$ cat src/rtl/comparison_operand_loader_if.sv
// Bus between the switch/key front panel and the comparison operand loader.
// The loader takes the slave side; the board (or a bench) drives the master side.
interface comparison_operand_loader_if #(
    parameter int WIDTH = 4
);
    logic [WIDTH-1:0] sw;
    logic             load_key;
    logic             clear_key;
    logic [WIDTH-1:0] x;
    logic [WIDTH-1:0] y;
    logic             en;
    logic [1:0]       state;
    logic [3:0]       pair_count;

    modport master (
        output sw, load_key, clear_key,
        input  x, y, en, state, pair_count
    );

    modport slave (
        input  sw, load_key, clear_key,
        output x, y, en, state, pair_count
    );
endinterface

$ cat src/rtl/comparison_operand_loader.sv
// Operand loader for the 4-bit comparison units.
// Captures x then y from the switches on debounced key presses, holds the pair
// and raises en while it is complete, and counts completed pairs (mod 16).
// Optional macro LOADER_DEBOUNCE_EN: when defined, each key level must be
// stable for DEBOUNCE_CYCLES cycles before it is accepted; when undefined the
// synchronized level is used directly.
module comparison_operand_loader #(
    parameter int WIDTH           = 4,
    parameter int DEBOUNCE_CYCLES = 50000,
    parameter int CNT_W           = 16
) (
    input logic                       clk,
    input logic                       rst,
    comparison_operand_loader_if.slave bus
);
    typedef enum logic [1:0] {
        S_X     = 2'b00,
        S_Y     = 2'b01,
        S_READY = 2'b10
    } state_t;

    // Key index 0 is load, index 1 is clear.
    logic [1:0] key_raw;
    logic [1:0] sync1;
    logic [1:0] sync2;
    logic [1:0] deb;
    logic [1:0] deb_q;
    logic [1:0] armed;
    logic [1:0] ev;
    logic [1:0] primed;
    logic       load_ev;
    logic       clear_ev;

    state_t           state_q, state_d;
    logic [WIDTH-1:0] x_q, x_d;
    logic [WIDTH-1:0] y_q, y_d;
    logic             en_q, en_d;
    logic [3:0]       cnt_q, cnt_d;

    assign key_raw = {bus.clear_key, bus.load_key};

    // Two-flop synchronizer for both raw keys.
    always_ff @(posedge clk or posedge rst) begin
        if (rst) begin
            sync1 <= '0;
            sync2 <= '0;
        end else begin
            sync1 <= key_raw;
            sync2 <= sync1;
        end
    end

`ifdef LOADER_DEBOUNCE_EN
    logic [CNT_W-1:0] db_cnt [2];

    // Flip the debounced level only after DEBOUNCE_CYCLES consecutive differing samples.
    always_ff @(posedge clk or posedge rst) begin
        if (rst) begin
            deb <= '0;
            for (int k = 0; k < 2; k++) db_cnt[k] <= '0;
        end else begin
            for (int k = 0; k < 2; k++) begin
                if (sync2[k] != deb[k]) begin
                    if (db_cnt[k] == CNT_W'(DEBOUNCE_CYCLES - 1)) begin
                        deb[k]    <= sync2[k];
                        db_cnt[k] <= '0;
                    end else begin
                        db_cnt[k] <= db_cnt[k] + 1'b1;
                    end
                end else begin
                    db_cnt[k] <= '0;
                end
            end
        end
    end
`else
    // Without debouncing the debounce settings have no effect.
    logic [CNT_W-1:0] unused_db_limit;
    assign unused_db_limit = CNT_W'(DEBOUNCE_CYCLES);
    assign deb = sync2;
`endif

    // Rising-edge detect; a key is armed only once it has been seen released
    // after reset, so a key held through reset cannot fire.
    always_ff @(posedge clk or posedge rst) begin
        if (rst) begin
            primed <= '0;
            deb_q  <= '0;
            armed  <= '0;
            ev     <= '0;
        end else begin
            primed <= {primed[0], 1'b1};
            deb_q  <= deb;
            for (int k = 0; k < 2; k++) begin
                if (primed[1] && !sync2[k] && !deb[k]) armed[k] <= 1'b1;
                ev[k] <= armed[k] & deb[k] & ~deb_q[k];
            end
        end
    end

    assign load_ev  = ev[0];
    assign clear_ev = ev[1];

    // Operand FSM next state and outputs; clear has priority over load.
    always_comb begin
        state_d = state_q;
        x_d     = x_q;
        y_d     = y_q;
        en_d    = en_q;
        cnt_d   = cnt_q;
        if (clear_ev) begin
            state_d = S_X;
            x_d     = '0;
            y_d     = '0;
            en_d    = 1'b0;
            cnt_d   = '0;
        end else begin
            case (state_q)
                S_X: begin
                    if (load_ev) begin
                        x_d     = bus.sw;
                        state_d = S_Y;
                    end
                end
                S_Y: begin
                    if (load_ev) begin
                        y_d     = bus.sw;
                        en_d    = 1'b1;
                        cnt_d   = cnt_q + 4'd1;
                        state_d = S_READY;
                    end
                end
                S_READY: begin
                    if (load_ev) begin
                        x_d     = bus.sw;
                        en_d    = 1'b0;
                        state_d = S_Y;
                    end
                end
                default: begin
                    state_d = S_X;
                    x_d     = '0;
                    y_d     = '0;
                    en_d    = 1'b0;
                    cnt_d   = '0;
                end
            endcase
        end
    end

    // State, operands, en and pair count all move on the same edge.
    always_ff @(posedge clk or posedge rst) begin
        if (rst) begin
            state_q <= S_X;
            x_q     <= '0;
            y_q     <= '0;
            en_q    <= 1'b0;
            cnt_q   <= '0;
        end else begin
            state_q <= state_d;
            x_q     <= x_d;
            y_q     <= y_d;
            en_q    <= en_d;
            cnt_q   <= cnt_d;
        end
    end

    assign bus.x          = x_q;
    assign bus.y          = y_q;
    assign bus.en         = en_q;
    assign bus.state      = state_q;
    assign bus.pair_count = cnt_q;
endmodule

$ cat src/flat_wrapper.sv
// flat-port wrapper written by rule: the top's interface ports become plain ports
module comparison_operand_loader_flat 
#(
    parameter int WIDTH           = 4,
    parameter int DEBOUNCE_CYCLES = 50000,
    parameter int CNT_W           = 16
)
  (clk, rst, bus_sw, bus_load_key, bus_clear_key, bus_x, bus_y, bus_en, bus_state, bus_pair_count);
  comparison_operand_loader_if #(.WIDTH(WIDTH)) bus_i ();
  input logic clk;
  input logic rst;
  input wire logic [$bits(bus_i.sw)-1:0] bus_sw;
  input wire logic [$bits(bus_i.load_key)-1:0] bus_load_key;
  input wire logic [$bits(bus_i.clear_key)-1:0] bus_clear_key;
  output wire logic [$bits(bus_i.x)-1:0] bus_x;
  output wire logic [$bits(bus_i.y)-1:0] bus_y;
  output wire logic [$bits(bus_i.en)-1:0] bus_en;
  output wire logic [$bits(bus_i.state)-1:0] bus_state;
  output wire logic [$bits(bus_i.pair_count)-1:0] bus_pair_count;
  assign bus_i.sw = bus_sw;
  assign bus_i.load_key = bus_load_key;
  assign bus_i.clear_key = bus_clear_key;
  assign bus_x = bus_i.x;
  assign bus_y = bus_i.y;
  assign bus_en = bus_i.en;
  assign bus_state = bus_i.state;
  assign bus_pair_count = bus_i.pair_count;
  comparison_operand_loader #(.WIDTH(WIDTH), .DEBOUNCE_CYCLES(DEBOUNCE_CYCLES), .CNT_W(CNT_W)) u_core (.clk(clk), .rst(rst), .bus(bus_i));
endmodule
$ cat config.mk
export PLATFORM = sky130hd
export DESIGN_NAME = comparison_operand_loader_flat
export DESIGN_NICKNAME = d
export VERILOG_FILES = /design/src/rtl/comparison_operand_loader_if.sv /design/src/rtl/comparison_operand_loader.sv /design/src/flat_wrapper.sv
export SDC_FILE = /design/constraint.sdc
export NUM_CORES = 1
export LEC_CHECK = 0
export BUFFER_PORTS_ARGS = -buffer_cell sky130_fd_sc_hd__buf_2
export CAP_MARGIN = 40
export CORE_MARGIN = 4
export CORE_UTILIZATION = 45
export DETAILED_ROUTE_END_ITERATION = 6
export MAX_ROUTING_LAYER = met4
export PLACE_DENSITY_LB_ADDON = 0.25
export SLEW_MARGIN = 20
export SYNTH_ARGS = -nofsm -noshare
export SYNTH_HDL_FRONTEND = slang
export SYNTH_SLANG_ARGS = --single-unit
export TNS_END_PERCENT = 1
$ cat constraint.sdc
create_clock -name clk -period 1.7 [get_ports clk]
set_input_delay 0.34 -clock clk [delete_from_list [all_inputs] [get_ports clk]]
set_output_delay 0.34 -clock clk [all_outputs]
set_load 0.01 [all_outputs]
==> PnR_summary.wiki <==
{| class="wikitable"
! Metric !! Value
|-
| Result of the run || completed
|-
| Average vias per placed instance || 5.08
|-
| Areal power density over the cells || 1200 mW/mm2
|-
| Placement Rows || 17
|-
| Highest attainable clock frequency || 719 MHz
|-
| Total Power Consumption || 1.53 mW
|-
| Net switching component of the power || 0.494 mW
|-
| Post-CTS setup buffers || 0
|-
| Post-Place Worst Slack || 0.337 ns
|-
| Worst endpoint data arrival time || 1.05 ns
|-
| Fillcell total || 229
|-
| Synth warnings || 0
|-
| Master cell of the clock root buffer || sky130_fd_sc_hd__clkbuf_4
|-
| Final clock skew || 0.00583 ns
|-
| Max_cap viols || 0
|-
| Starting density of the core || 48.5%
|-
| Net count of the mapped netlist || 107
|-
| Flip-flop and latch count after synthesis || 27
|-
| Wire length of the first global-routing pass || 3.53 mm
|-
| Number of buffers created by CTS || 3
|-
| Clock power share || 17.9%
|-
| Largest net degree at the start of global routing || 28
|-
| Critical Path Max Stage Delay || 0.40 ns
|-
| DR WL/cell || 12.8 um
|-
| Clk_lat worst skew || 0.32 ns
|-
| CP Depth || 2
|-
| Synth cell types || 25
|-
| Overall fraction of global-route tracks in use || 14.2%
|-
| Number of antenna violations at the first check in global routing || 0
|-
| Total count of hold-check failures in the final report || 0
|-
| Post-synthesis cell area || 0.00109 mm2
|-
| Setup repair after global routing missed its margin || no
|-
| Average size of a mapped cell || 11.2 um2
|-
| Proportion of synthesized chip area in sequential cells || 61.8%
|-
| Post-CTS Hold Fix Bufs || 0
|-
| Area added between synthesis and finish || 16.5%
|-
| X dimension of the die || 57.3 um
|-
| Depth of the CTS H-tree || 1
|-
| Final TNS setup || 0 ns
|-
| Share of flip-flops with an asynchronous set or reset after synthesis || 100%
|-
| Kind of cell with the highest combined delay on the critical path || flip-flops
|-
| Antenna viol nets, final || 0
|-
| Fraction of final layout cells sized beyond drive strength 1 || 24.4%
|-
| Iteration-0 DRC count of the detailed router || 6
|-
| NumNets Final || 133
|-
| Static power due to leakage || 0.639 nW
|-
| Kind of launch point of the worst setup path || register
|-
| Ports placed on the boundary || 23
|-
| Final worst-path setup slack || 0.310 ns
|-
| Post-detail-place hpwl || 1.39 mm
|-
| Largest voltage drop on the vdd net || 0.000703 V
|-
| Cells on worst reg2reg path || 3
|-
| Cell count after synthesis || 98
|-
| Number of port buffers || 22
|-
| Switching share of power || 32.2%
|-
| Most used flip-flop cell after synthesis || sky130_fd_sc_hd__dfrtp_1
|-
| Required time reported for the critical path endpoint || 1.36 ns
|-
| Post-detailed-route DRC marker count || 0
|-
| Pre-antenna DRT Iters || 4
|-
| Clock tree from TritonCTS || built
|-
| Max-slew violation total from the final report || 0
|-
| Flop pwr share || 55.4%
|-
| Type of destination of the critical path || output port
|-
| Setup CP Type || reg -> out
|-
| Internal power || 1.04 mW
|-
| Resized cells post-CTS || 0
|-
| Core area || 0.00225 mm2
|-
| Clock transition at path regs || 0.15 ns
|-
| Routed wire length || 1.93 mm
|-
| Diode count || 0
|-
| Clock period minus worst slack || 1.39 ns
|-
| Number of sinks handled by clock tree synthesis || 27
|-
| Post-route fraction of the period consumed by the critical path || 81.8%
|-
| Worst path slowest cell || sky130_fd_sc_hd__dfrtp_1
|-
| Cells along the critical path || buf_4 > buf_2
|-
| Area of placed instances || 0.00124 mm2
|-
| Buffers from clock root to sink, at most || 2
|-
| Total number of vias || 767
|-
| Finished layout cell area || 0.00127 mm2
|-
| Gr ovfl total || 0
|-
| Worst-path maximum fanout || 15
|-
| Combinational Power Share || 26.7%
|-
| Number of synthesized flops with an enable pin || 0
|-
| Final setup viols || 0
|-
| Tightest Hold Check Type || in -> async
|-
| RD Place Congestion || 0.721
|-
| Full die area || 0.00328 mm2
|-
| Die Y-Extent || 57.3 um
|-
| Count of buffer and inverter cells on the critical path || 2
|-
| Number of global-route vias before repair || 798
|}
==> through the flow <==
| step | instances | utilization, % | hold slack, ns |
|---|---|---|---|
| 5_1_grt | 151 | 56.5 | 0.0673 |
| 6_report | 151 | 56.5 | 0.0575 |
| 3_3_place_gp | 147 | 55.2 | 0.332 |
| 3_5_place_dp | 147 | 55.2 | 0.337 |
| 4_1_cts | 151 | 56.5 | 0.0639 |
| 2_1_floorplan | 98 | - | 0.331 |
==> final timing paths <==
| check | startpoint | to | slack, ns |
|---|---|---|---|
| worst max-delay path | u_core.bus.state[0] | bus_state[0] | 0.31 |
| worst min-delay path | rst | u_core.sync1[0] | 0.06 |
| worst max register to register | u_core.ev[0] | u_core.bus.pair_count[3] | 0.33 |
| worst min register to register | u_core.sync1[1] | u_core.deb[1] | 0.37 |
| max in group asynchronous | rst | u_core.bus.y[1] | 1.38 |
| min in group clk | bus_clear_key | u_core.sync1[1] | 0.11 |
==> layout by cell type (no fill, tap or decap) <==
cell type                     n
sky130_fd_sc_hd__a21o_1       2
sky130_fd_sc_hd__a21oi_1      3
sky130_fd_sc_hd__a22o_1       3
sky130_fd_sc_hd__a2bb2oi_1    5
sky130_fd_sc_hd__a31oi_1      1
sky130_fd_sc_hd__a32oi_1      2
sky130_fd_sc_hd__buf_2       22
sky130_fd_sc_hd__buf_4        4
sky130_fd_sc_hd__clkbuf_4     3
sky130_fd_sc_hd__clkinvlp_4   1
sky130_fd_sc_hd__conb_1       1
sky130_fd_sc_hd__dfrtp_1     27
sky130_fd_sc_hd__ha_1         1
sky130_fd_sc_hd__inv_1        6
sky130_fd_sc_hd__mux2i_1      5
sky130_fd_sc_hd__nand2_1      5
sky130_fd_sc_hd__nand2b_1     1
sky130_fd_sc_hd__nand3_1      5
sky130_fd_sc_hd__nand3b_1     2
sky130_fd_sc_hd__nand4_1      1
sky130_fd_sc_hd__nor2_1      15
sky130_fd_sc_hd__nor2b_1      1
sky130_fd_sc_hd__nor3b_1      1
sky130_fd_sc_hd__o21ai_0      4
sky130_fd_sc_hd__or3b_1       1
sky130_fd_sc_hd__or4b_1       1
==> cell usage after synthesis (2+ instances only) <==
cell | number | share of area [%]
sky130_fd_sc_hd__nor2_1 | 15 | 5.1
sky130_fd_sc_hd__mux2i_1 | 5 | 4.6
sky130_fd_sc_hd__o21ai_0 | 4 | 1.8
sky130_fd_sc_hd__nand2_1 | 5 | 1.7
sky130_fd_sc_hd__a21o_1 | 2 | 1.4
sky130_fd_sc_hd__nand3b_1 | 2 | 1.4
sky130_fd_sc_hd__a22o_1 | 3 | 2.4
sky130_fd_sc_hd__a21oi_1 | 3 | 1.4
sky130_fd_sc_hd__buf_2 | 2 | 0.92
sky130_fd_sc_hd__nand3_1 | 5 | 2.3
sky130_fd_sc_hd__a32oi_1 | 2 | 1.6
sky130_fd_sc_hd__inv_1 | 6 | 2.1
sky130_fd_sc_hd__a2bb2oi_1 | 5 | 4.0
sky130_fd_sc_hd__dfrtp_1 | 27 | 62
sky130_fd_sc_hd__clkbuf_1 | 2 | 0.69
==> area by class of cell <==
type	instances	area [um2]	share of cell area, %
clock buffers	3	22.5	1.77
clock inverters	1	7.51	0.589
inverters	6	22.5	1.77
multi-input cells	60	370	29.1
flip-flops and latches	27	676	53.0
well taps	28	35.0	2.75
repair buffers	26	140	11.0
==> power groups by stage <==
stage               Sequential (mW)  Clock, mW  Combinational [mW]
floorplan                     0.892          0               0.220
global placement              0.855          0               0.407
detailed placement            0.865          0               0.417
global route                  0.871      0.319               0.467
finish                        0.848      0.275               0.409
CTS                           0.851      0.291               0.419
==> worst register-to-register path, delay by kind of cell, from the launching register on <==
kind,cells,cell delay [ns]
DFF,1,0.56
and+or+nand+nor,3,0.76
==> routing by layer <==
metal / track usage (%) / up-vias / wire length, um
li1: - / 385 / -
met1: 17.9 / 364 / 867
met2: 23.0 / 16 / 949
met3: 2.71 / 2 / 95
met4: 4.97 / 0 / 18
met5: - / - / 0
==> cell families (layout without fill, tap and decap cells) <==
logic type | Yosys count | after routing | synth area share (%)
and+or+nand+nor | 33 | 33 | 14.6
other | 1 | 1 | 0.343
DFF | 27 | 27 | 61.8
muxes | 5 | 5 | 4.58
AOI/OAI and AO/OA | 20 | 20 | 13.2
adders and majority gates | 1 | 1 | 1.14
buffers and inverters | 11 | 36 | 4.35
==> flip-flops by register name (all words and copies together), names as in the netlist <==
register,flops
u_core.bus.pair_count,4
u_core.bus.en,1
u_core.bus.y,4
u_core.sync1,2
u_core.bus.state,2
u_core.armed,2
u_core.bus.x,4
u_core.ev,2
u_core.primed,2
u_core.deb_q,2
u_core.deb,2
Note: power is estimated with default switching activity, not from simulation.
